--- src/rtl/dec_scan_ctrl.sv ---
// Purpose: walks the 3-to-8 decoder select lines through the enabled channels with a dwell/gap cadence.
// Latency: code and code_vld are valid in the cycle after the start edge; all outputs are registered.
// Backpressure: none; start is ignored while busy and stop aborts to idle from any state.
module dec_scan_ctrl #(
    parameter int CNT_W = 16,
    parameter int DWELL = 10,
    parameter int GAP   = 2
) (
    input  logic       sys_clk,
    input  logic       sys_rst_n,
    input  logic       start,
    input  logic       stop,
    input  logic       cont,
    input  logic [7:0] mask,
    output logic       in1,
    output logic       in2,
    output logic       in3,
    output logic       code_vld,
    output logic       busy,
    output logic       frame_done
);

    localparam logic [1:0] S_IDLE  = 2'd0;
    localparam logic [1:0] S_DWELL = 2'd1;
    localparam logic [1:0] S_GAP   = 2'd2;

    localparam logic [CNT_W-1:0] DWELL_LAST = CNT_W'(DWELL - 1);
    localparam logic [CNT_W-1:0] GAP_LAST   = CNT_W'(GAP - 1);

    logic [1:0]       state, state_nx;
    logic [2:0]       cur, cur_nx;
    logic [CNT_W-1:0] cnt, cnt_nx;
    logic [7:0]       mask_r, mask_nx;
    logic             cont_r, cont_nx;
    logic             fd_nx;

    logic [2:0]       first_in;   // lowest enabled channel of the live mask input
    logic [2:0]       first_r;    // lowest enabled channel of the frame's mask
    logic [2:0]       last_r;     // highest enabled channel of the frame's mask
    logic [2:0]       next_r;     // next enabled channel above cur, wrapping to first_r

    // Channel search over the input mask and the captured frame mask.
    always_comb begin
        first_in = 3'd0;
        first_r  = 3'd0;
        last_r   = 3'd0;
        for (int i = 7; i >= 0; i--) begin
            if (mask[i])   first_in = 3'(i);
            if (mask_r[i]) first_r  = 3'(i);
        end
        for (int i = 0; i < 8; i++) begin
            if (mask_r[i]) last_r = 3'(i);
        end
        next_r = first_r;
        for (int i = 7; i >= 0; i--) begin
            if (mask_r[i] && (3'(i) > cur)) next_r = 3'(i);
        end
    end

    // Next-state logic for the scan sequence; stop overrides everything.
    always_comb begin
        state_nx = state;
        cur_nx   = cur;
        cnt_nx   = cnt;
        mask_nx  = mask_r;
        cont_nx  = cont_r;
        fd_nx    = 1'b0;
        case (state)
            S_IDLE: begin
                if (start && (mask != 8'd0)) begin
                    mask_nx  = mask;
                    cont_nx  = cont;
                    cur_nx   = first_in;
                    cnt_nx   = '0;
                    state_nx = S_DWELL;
                end
            end
            S_DWELL: begin
                if (cnt == DWELL_LAST) begin
                    cnt_nx   = '0;
                    state_nx = S_GAP;
                    fd_nx    = (cur == last_r);
                end else begin
                    cnt_nx = cnt + CNT_W'(1);
                end
            end
            S_GAP: begin
                if (cnt == GAP_LAST) begin
                    cnt_nx = '0;
                    if (cur != last_r) begin
                        cur_nx   = next_r;
                        state_nx = S_DWELL;
                    end else if (cont_r && (mask != 8'd0)) begin
                        // Frame boundary in continuous mode: pick up the new mask.
                        mask_nx  = mask;
                        cur_nx   = first_in;
                        state_nx = S_DWELL;
                    end else begin
                        state_nx = S_IDLE;
                    end
                end else begin
                    cnt_nx = cnt + CNT_W'(1);
                end
            end
            default: begin
                state_nx = S_IDLE;
                cnt_nx   = '0;
            end
        endcase
        if (stop) begin
            state_nx = S_IDLE;
            cur_nx   = 3'd0;
            cnt_nx   = '0;
            fd_nx    = 1'b0;
        end
    end

    // State and registered outputs, all derived from the next-state values.
    always_ff @(posedge sys_clk or negedge sys_rst_n) begin
        if (!sys_rst_n) begin
            state      <= S_IDLE;
            cur        <= 3'd0;
            cnt        <= '0;
            mask_r     <= 8'd0;
            cont_r     <= 1'b0;
            code_vld   <= 1'b0;
            busy       <= 1'b0;
            frame_done <= 1'b0;
        end else begin
            state      <= state_nx;
            cur        <= cur_nx;
            cnt        <= cnt_nx;
            mask_r     <= mask_nx;
            cont_r     <= cont_nx;
            code_vld   <= (state_nx == S_DWELL);
            busy       <= (state_nx != S_IDLE);
            frame_done <= fd_nx;
        end
    end

    assign in1 = cur[2];
    assign in2 = cur[1];
    assign in3 = cur[0];

endmodule

--- config.mk ---
export PLATFORM = sky130hd
export DESIGN_NAME = dec_scan_ctrl
export DESIGN_NICKNAME = d
export VERILOG_FILES = /design/src/rtl/dec_scan_ctrl.sv
export SDC_FILE = /design/constraint.sdc
export NUM_CORES = 1
export LEC_CHECK = 0
export ABC_AREA = 1
export CORE_MARGIN = 2
export CORE_UTILIZATION = 53
export CTS_CLUSTER_SIZE = 24
export DETAILED_ROUTE_END_ITERATION = 10
export GPL_ROUTABILITY_DRIVEN = 0
export PLACE_DENSITY = 0.77
export REMOVE_ABC_BUFFERS = 1
export SYNTH_ARGS = -nofsm -noshare
export SYNTH_HDL_FRONTEND = slang
export SYNTH_SLANG_ARGS = --single-unit
--- constraint.sdc ---
create_clock -name sys_clk -period 1.77 [get_ports sys_clk]
set_input_delay 0.354 -clock sys_clk [delete_from_list [all_inputs] [get_ports sys_clk]]
set_output_delay 0.354 -clock sys_clk [all_outputs]
set_load 0.01 [all_outputs]
Word level (Yosys, flattened, before mapping). Index checks and enable logic that the tools add are counted.

Word-level logic and storage cells: 106. Input port bits: 13. Output and inout bits: 6. Register bits: 33.

Equality and inequality tests: 14. $lt $le $gt $ge: 8. Add/sub/neg operators: 1. Multiplexer cells: 57. Reduce and logical (&&, ||, !) cells: 18.

Operators with widths (count): 3-bit 2-to-1 mux (35); 16-bit 2-to-1 mux (4); 16-bit case mux with 3 select lines (1); 8-bit 2-to-1 mux (4); 16-bit by 1-bit adder with 16-bit output, second input constant (1); 16-bit by 1-bit == test with 1-bit output, second input constant (1); 16-bit by 4-bit == test with 1-bit output, second input constant (1); 8-bit case mux with 2 select lines (1); 3-bit greater-than comparator, first input constant (4); 1-bit logical AND (10); 2-bit 2-to-1 mux (4); 2-bit inequality test, second input constant (4); 8-bit nonzero test (1); 1-bit by 3-bit greater-than comparator with 1-bit output, first input constant (2); 2-bit by 3-bit greater-than comparator with 1-bit output, first input constant (2); 1-bit 2-to-1 mux (6); 3-bit inequality test, second input constant (2); 2-bit case mux with 3 select lines (1); 3-bit case mux with 2 select lines (1); 5-bit AND reduction (1); 2-bit by 1-bit == test with 1-bit output, second input constant (2); 4-bit inequality test, second input constant (1); 4-bit AND reduction (1); 2-bit nonzero test (2); other kinds (6) (6).

Longest topological paths before layout. Gate-level depths: netlist (run 1).

Depth after elaboration: 20. Gate-level depth with buffers: 14. Mapped depth without buffers: 14.

Least setup slack after synthesis (run 1). No wires, ideal clock.

Path kind: reg-to-reg. Start: reg cnt[1]. End: reg mask_r[4]. Arrival time: 1571 ps. Setup slack: 81 ps. Library setup time: 118 ps. Data required time: 1652 ps. Stages on the path, launching flop included: 13. Buffers on the path: 1. Period minus slack after synthesis: 1689 ps. Path through: dfrtp_1 inv_1 ha_1 nand3_1 nor2_2 nand3_2 nand2_1 nand2_1 nor3_4 nand2_4 buf_6 nand2_1 o21ai_2.

Word-level cells in the longest chain between the ends: 3.

Ends and longest elaborated chain: from (decl) (RTL line 32) `logic [CNT_W-1:0] cnt, cnt_nx;`; from (signal assigned) (RTL line 132) `cnt <= cnt_nx;`; 16-bit by 1-bit == test with 1-bit output (RTL line 88) `if (cnt == GAP_LAST) begin`; 2-bit inequality test (no line); 5-bit AND reduction (no line); to (signal assigned) (RTL line 133) `mask_r <= mask_nx;`; to (decl) (RTL line 33) `logic [7:0] mask_r, mask_nx;`.

No other way between the ends. A chain may end at the register's enable or synchronous reset.

Final worst setup path (run 1).
Start: in mask[5]. End: reg mask_r[3].

Word-level cells in the longest chain between the ends: 4. Elaborated cells on any way between the ends: 6. Classes of those cells: eq/ne: 2; reduce/logical: 4.

Ends and longest elaborated chain: from (decl) (RTL line 14) `input logic [7:0] mask,`; 8-bit nonzero test (*) (RTL line 70, 93); 1-bit logical AND, on equally long branches (RTL line 93, 70); 2-bit inequality test (no line); 5-bit AND reduction (no line) (*).

Mark *: on every way between the ends. The rest lies on a longest branch, timed or not.

==> results.ini, run 1 <==
[run_status]
status = completed

[yosys]
synth_xor_area_frac = 0.0227
yosys-top-cells-area = dfrtp_1, nand2_1, inv_1, nand3_1, nor2_1
synth_simple_gate_area_frac = 0.369
synthCells = 335
ys_seq_area_frac = 0.357
synth_cell_type_count = 31
async_reset_ff_frac = 1.00
synth_fa_ha_area_frac = 0.0324
synth_compound_area_frac = 0.125
synth_top_family_by_area = simple AND/OR/NAND/NOR gates
synth_edf_count = 0
ys_seq_elements = 33
yosysTopAreaCellShare = 0.357
synth-main-ff-cell = dfrtp_1
synth.area.mux_share = 0
avgSynthCellArea_um2 = 6.91
syn_area_mm2 = 0.00231
synth_area_leader_cell = dfrtp_1
yosys_warnings = 0

[clock_network]
cts_root_buffer = clkbuf_8
clkLatencyLatePin_ps = 290
cts_tree = yes
cts.htree.levels = 2
cts_num_sinks = 33
hold_buffers = 0
cts_buffers = 5
clockBufferDepth = 2
path_clk_slew_ps = 70

[layout]
finalNonFillerCells = 456
antennaDiodeCount = 0
area_delta_synth_final_pct = 39.2
final_common_cell = nand2_1
drive_gt1_frac = 0.280
final_cell_mix = nand2_1, buf_4, inv_1
nNetsFinal = 422

[worst_setup_path]
cp.arrival_ps = 1930
crit_family = buffers and inverters
cp_slowest_cell = clkdlybuf4s50_1
worst-path-max-fanout = 7
cp_cell_sequence = clkdlybuf4s50_1 -> inv_1 -> nand3_2 -> o21ai_2 -> buf_4 -> nand2_2 -> nand2_4 -> nor3_4 -> nand2_4 -> buf_6 -> nand2_2 -> o21ai_2
critPathRequiredTime_ps = 1950
start_kind = input pin
crit_buf_inv = 4
cpPeakStageDelay_ps = 510
end_kind = flip-flop
critPathKind = input pin to flip-flop

[sta]
fin_skew_ps = 12.1
fin_hold_ws_ps = 420
rsz0062_at_grt = true
setup_ws_ps = 15.0
setup_tns_ps = 0
fin_crit_ps = 1760
slew_violations = 0
finalHoldViolCount = 0
period_share = 0.992
fmax_mhz = 570
worst_pin_slew_ps = 438
setup_viol_count_final = 0
maxSlewHeadroom = 0.708

[grt]
grt_remaining_overflow = 0
grt_pass1_wl_um = 10000
grt_pass1_vias = 2384
grt_max_degree = 34
antenna_found_initial = 0
grtUsageTotal = 0.254

[floorplan]
die_h_um = 70.1
start_util = 0.543
io_pins = 19
dieArea_mm2 = 0.00491
num_rows = 24
die_w_um = 70.1
coreArea_mm2 = 0.00426

[detailed_routing]
routedWlPerCell_um = 13.6
wirelength_um = 6220
dr.first_iter.drc_count = 172
via_per_inst = 5.43
drc = 0
ant_nets = 0
drt_first_pass_iters = 5
vias = 2478

[min_path]
min_path_type = input pin to flip-flop

[pwr]
p_leak_nw = 1.52
p_per_area_mw_per_mm2 = 717
finalPower_mw = 2.31
ir_worst_vdd_uv = 643

[placed_design]
hpwl_um = 4200
dp_slack_ps = -359
placedCellCount = 440
io_buffers = 18

[job]
drv_cap = 0

-- per-stage QoR --
stage / utilization / cell area (um2)
after floorplan: - / 2280
after global placement: 0.668 / 2850
after detailed placement: 0.668 / 2850
after CTS: 0.719 / 3070
after global routing: 0.755 / 3220
final: 0.755 / 3220
-- flip-flops by register name (all words and copies together) (netlist names) --
register and flops:
busy 1, cur 3, cnt 16, cont_r 1, code_vld 1, mask_r 8
frame_done 1, state 2
-- cell usage after synthesis (3+ instances only) --
master and instances:
nand2_1 92, nand4_1 10, nor3_1 10, nor2_2 4
dfrtp_1 33, nand3_1 25, a21oi_1 15, ha_1 6
nor2_1 33, xor2_1 6, inv_2 4, o21ai_0 21
o21ai_2 7, inv_1 43, buf_2 3
-- layer usage --
| layer | GRT usage | part of all wire | up-vias |
|---|---|---|---|
| met5 | 0 | 0 | - |
| met4 | 0.113 | 0.025 | 0 |
| met3 | 0.0635 | 0.053 | 18 |
| met2 | 0.439 | 0.51 | 91 |
| met1 | 0.295 | 0.41 | 1141 |
| li1 | - | - | 1228 |
-- final timing paths --
check / slack, ps / endpoint / from / cells past startpoint
setup / recovery: 10 / mask_r[3] / mask[5] / 12
min in group asynchronous: 470 / cnt[13] / sys_rst_n / 2
setup reg to reg: 30 / mask_r[3] / cnt[1] / 12
hold reg to reg: 510 / mask_r[2] / mask_r[2] / 2
hold / removal: 420 / mask_r[6] / mask[6] / 3
max in group asynchronous: 960 / cur[2] / sys_rst_n / 2
-- repair_timing --
action,in CTS,in global routing
setup endpoints to repair,19,29
buffers inserted,3,4
resized for setup,14,38
pin swaps,6,16
cloned,1,0
-- tightest hold or removal path, stage by stage --
cell and delay [ps]:
dlymetal6s2s_1 160, inv_1 100, o21ai_2 60
-- cell type report --
cell class,count,area [um2]
Clock buffer,5,68.8
Clock inverter,3,65.1
Fill cell,294,1040
Inverter,48,180
Multi-Input combinational cell,250,1440
Sequential cell,33,827
Tap cell,52,65.1
Timing Repair Buffer,65,574
-- logic make-up after synthesis --
family                   after synthesis
buffers and inverters                 53
adder cells (fa/ha/maj)                6
AO/OA/AOI/OAI                         50
AND/OR/NAND/NOR                      187
flip-flops                            33
XOR/XNOR                               6
-- where the power goes --
group / internal, mW / total, mW / switching, mW / leakage (nW)
Clock: 0.560 / 0.851 / 0.291 / 0.0681
Sequential: 0.804 / 0.844 / 0.0399 / 0.438
Combinational: 0.255 / 0.613 / 0.358 / 1.02
Total: 1.62 / 2.31 / 0.689 / 1.52
No activity file was read; power rests on OpenSTA's default activity.
==> inputs of run 2 (changes only) <==
--- a/config.mk
+++ b/config.mk
@@ -13,6 +13,7 @@
 export GPL_ROUTABILITY_DRIVEN = 0
 export PLACE_DENSITY = 0.77
 export REMOVE_ABC_BUFFERS = 1
+export SKIP_CTS_REPAIR_TIMING = 1
 export SYNTH_ARGS = -nofsm -noshare
 export SYNTH_HDL_FRONTEND = slang
 export SYNTH_SLANG_ARGS = --single-unit
==> run 2 against run 1 <==
The flow now finishes with violations (negative setup slack). Largest cell class unchanged. Critical endpoint unchanged. Routed wire length fell by 3.3%. Maximum frequency fell by 4.9%. Clock-buffer cell count did not move. Critical path type is now flip-flop to flip-flop.
==> results.ini, run 2 (synthesized netlist as in run 1, its figures left out) <==
[grt]
gr-usage-met2 = 0.418  ; -0.0212
grt_pass1_vias = 2280  ; -4.4%
grt_busiest_layer = met2
grt_pass1_wl_um = 9580  ; -4.4%
grt_remaining_overflow = 0  ; unchanged
grt_max_degree = 34  ; unchanged
grt_util_met3 = 0.0577  ; -0.00577
grtUsageTotal = 0.242  ; -0.0113
use_met1 = 0.289  ; -0.00648
antenna_found_initial = 0  ; unchanged

[worst_setup_path]
start_kind = flip-flop
worstRegToRegCells = 12  ; unchanged
crit_buf_inv = 2  ; -2
cp_cell_sequence = inv_2 -> ha_4 -> nand3_4 -> nor2_4 -> nand3_2 -> nand2_2 -> nand2_4 -> nor3_4 -> nand2_4 -> buf_6 -> nand2_2 -> o21ai_2
cp_slowest_cell = dfrtp_1
worst-path-max-fanout = 7  ; unchanged
cpPeakStageDelay_ps = 390  ; -120 ps
cp.arrival_ps = 2030  ; +100 ps
critPathRequiredTime_ps = 1950  ; about the same
r2r-end = mask_r[3]
crit_family = simple AND/OR/NAND/NOR gates
crit_start = cnt[1]
critPathKind = flip-flop to flip-flop
r2r_setup_slack_ps = -80  ; -110 ps
crit_cells = 12  ; unchanged
end_kind = flip-flop
r2r-start = cnt[1]

[clock_network]
cts.htree.levels = 2  ; unchanged
cts_buffers = 5  ; unchanged
cts_num_sinks = 33  ; unchanged
clkLatencyLatePin_ps = 290  ; about the same
clockBufferDepth = 2  ; unchanged
path_clk_slew_ps = 70  ; about the same
cts_root_buffer = clkbuf_8
cts_tree = yes

[run_status]
status = finished with violations
violations = negative setup slack

[layout]
nNetsFinal = 421  ; -0.24%
final_core_util = 0.751  ; -0.00440
final_cell_mix = nand2_1, buf_4, inv_1
final_common_cell = nand2_1
finalNonFillerCells = 455  ; -0.22%
drive_gt1_frac = 0.280  ; +0.000694
top_register = cnt
antennaDiodeCount = 0  ; unchanged
reg.largest.list = cnt (16), mask_r (8), cur (3)
area_delta_synth_final_pct = 38.3
finalInstanceArea_mm2 = 0.00320  ; -0.58%
largest_register_ffs = 16  ; unchanged
fill_cells = 304  ; +3.4%

[sta]
fin_hold_ws_ps = 400  ; -19.7 ps
setup_viol_count_final = 8  ; +8
maxSlewHeadroom = 0.710  ; +0.00256
slew_violations = 0  ; unchanged
setup_tns_ps = -392  ; -392 ps
finalHoldViolCount = 0  ; unchanged
worst_pin_slew_ps = 434  ; -3.84 ps
fmax_mhz = 542  ; -4.9%
rsz0062_at_grt = true
fin_crit_ps = 1850  ; +91.3 ps
period_share = 1.04  ; +0.0516
setup_ws_ps = -76.3  ; -91.3 ps
fin_skew_ps = 9.45  ; -2.62 ps

[pwr]
p_sw_frac = 0.298  ; -0.000401
netSwitchingPower_uw = 685  ; -0.50%
internal-power_mw = 1.61  ; -0.30%
pwr-share-clk = 0.370  ; about the same
p_leak_nw = 1.53  ; +0.40%
p_per_area_mw_per_mm2 = 718  ; +0.22%
combPwrFrac = 0.263  ; -0.003
ir_worst_vdd_uv = 643  ; about the same
seqPwrFrac = 0.367  ; about the same
finalPower_mw = 2.30  ; -0.36%

[detailed_routing]
via_per_inst = 5.31  ; -2.3%
ant_nets = 0  ; unchanged
routedWlPerCell_um = 13.2  ; -3.1%
drc = 0  ; unchanged
dr.first_iter.drc_count = 159  ; -7.6%
vias = 2416  ; -2.5%
wirelength_um = 6020  ; -3.3%
drt_first_pass_iters = 5  ; unchanged

[placed_design]
hpwl_um = 4200  ; unchanged
placedCellCount = 440  ; unchanged
post_dp_cell_area_mm2 = 0.00285  ; unchanged
io_buffers = 18  ; unchanged
dp_slack_ps = -359  ; unchanged

[floorplan]
io_pins = 19  ; unchanged
start_util = 0.543  ; unchanged
num_rows = 24  ; unchanged
die_h_um = 70.1  ; unchanged
dieArea_mm2 = 0.00491  ; unchanged
coreArea_mm2 = 0.00426  ; unchanged
die_w_um = 70.1  ; unchanged

[min_path]
whs_path_depth = 3  ; unchanged
min_path_type = input pin to flip-flop
min-delay-start = mask[4]
min_to = mask_r[4]

[job]
drv_cap = 0  ; unchanged

-- run 2: final cells by class --
type                       instances  area [um2]  share of cell area
inverter                          48         180              0.0563
multi-input combinational        250        1420               0.444
tap                               52        65.1              0.0203
timing repair buffer              64         574               0.179
clock inverter                     3        65.1              0.0203
sequential                        33         827               0.258
clock buffer                       5        68.8              0.0215
-- run 2: worst max-delay path by stage --
stage | end | slack (ps)
2_1_floorplan | cnt[10] | 40
3_3_place_gp | busy | -320
3_5_place_dp | cur[2] | -360
4_1_cts | mask_r[3] | -110
5_1_grt | mask_r[3] | -190
6_report | mask_r[3] | -80
-- run 2: power by group through the flow --
stage / clock, mW / sequential (mW) / combinational (mW)
finish: 0.850 / 0.844 / 0.605
global route: 0.889 / 0.849 / 0.677
CTS: 0.860 / 0.839 / 0.542
detailed placement: 0 / 0.853 / 0.538
global placement: 0 / 0.852 / 0.528
floorplan: 0 / 0.854 / 0.329
-- run 2: tightest hold or removal path, cell delays in order --
cell and delay (ps):
dlymetal6s2s_1 150, inv_2 90, o21ai_2 60
-- run 2: per-layer routing --
metal,share of wire,vias up
li1,-,1224
met4,0.023,0
met2,0.51,75
met5,0,-
met3,0.053,13
met1,0.41,1104
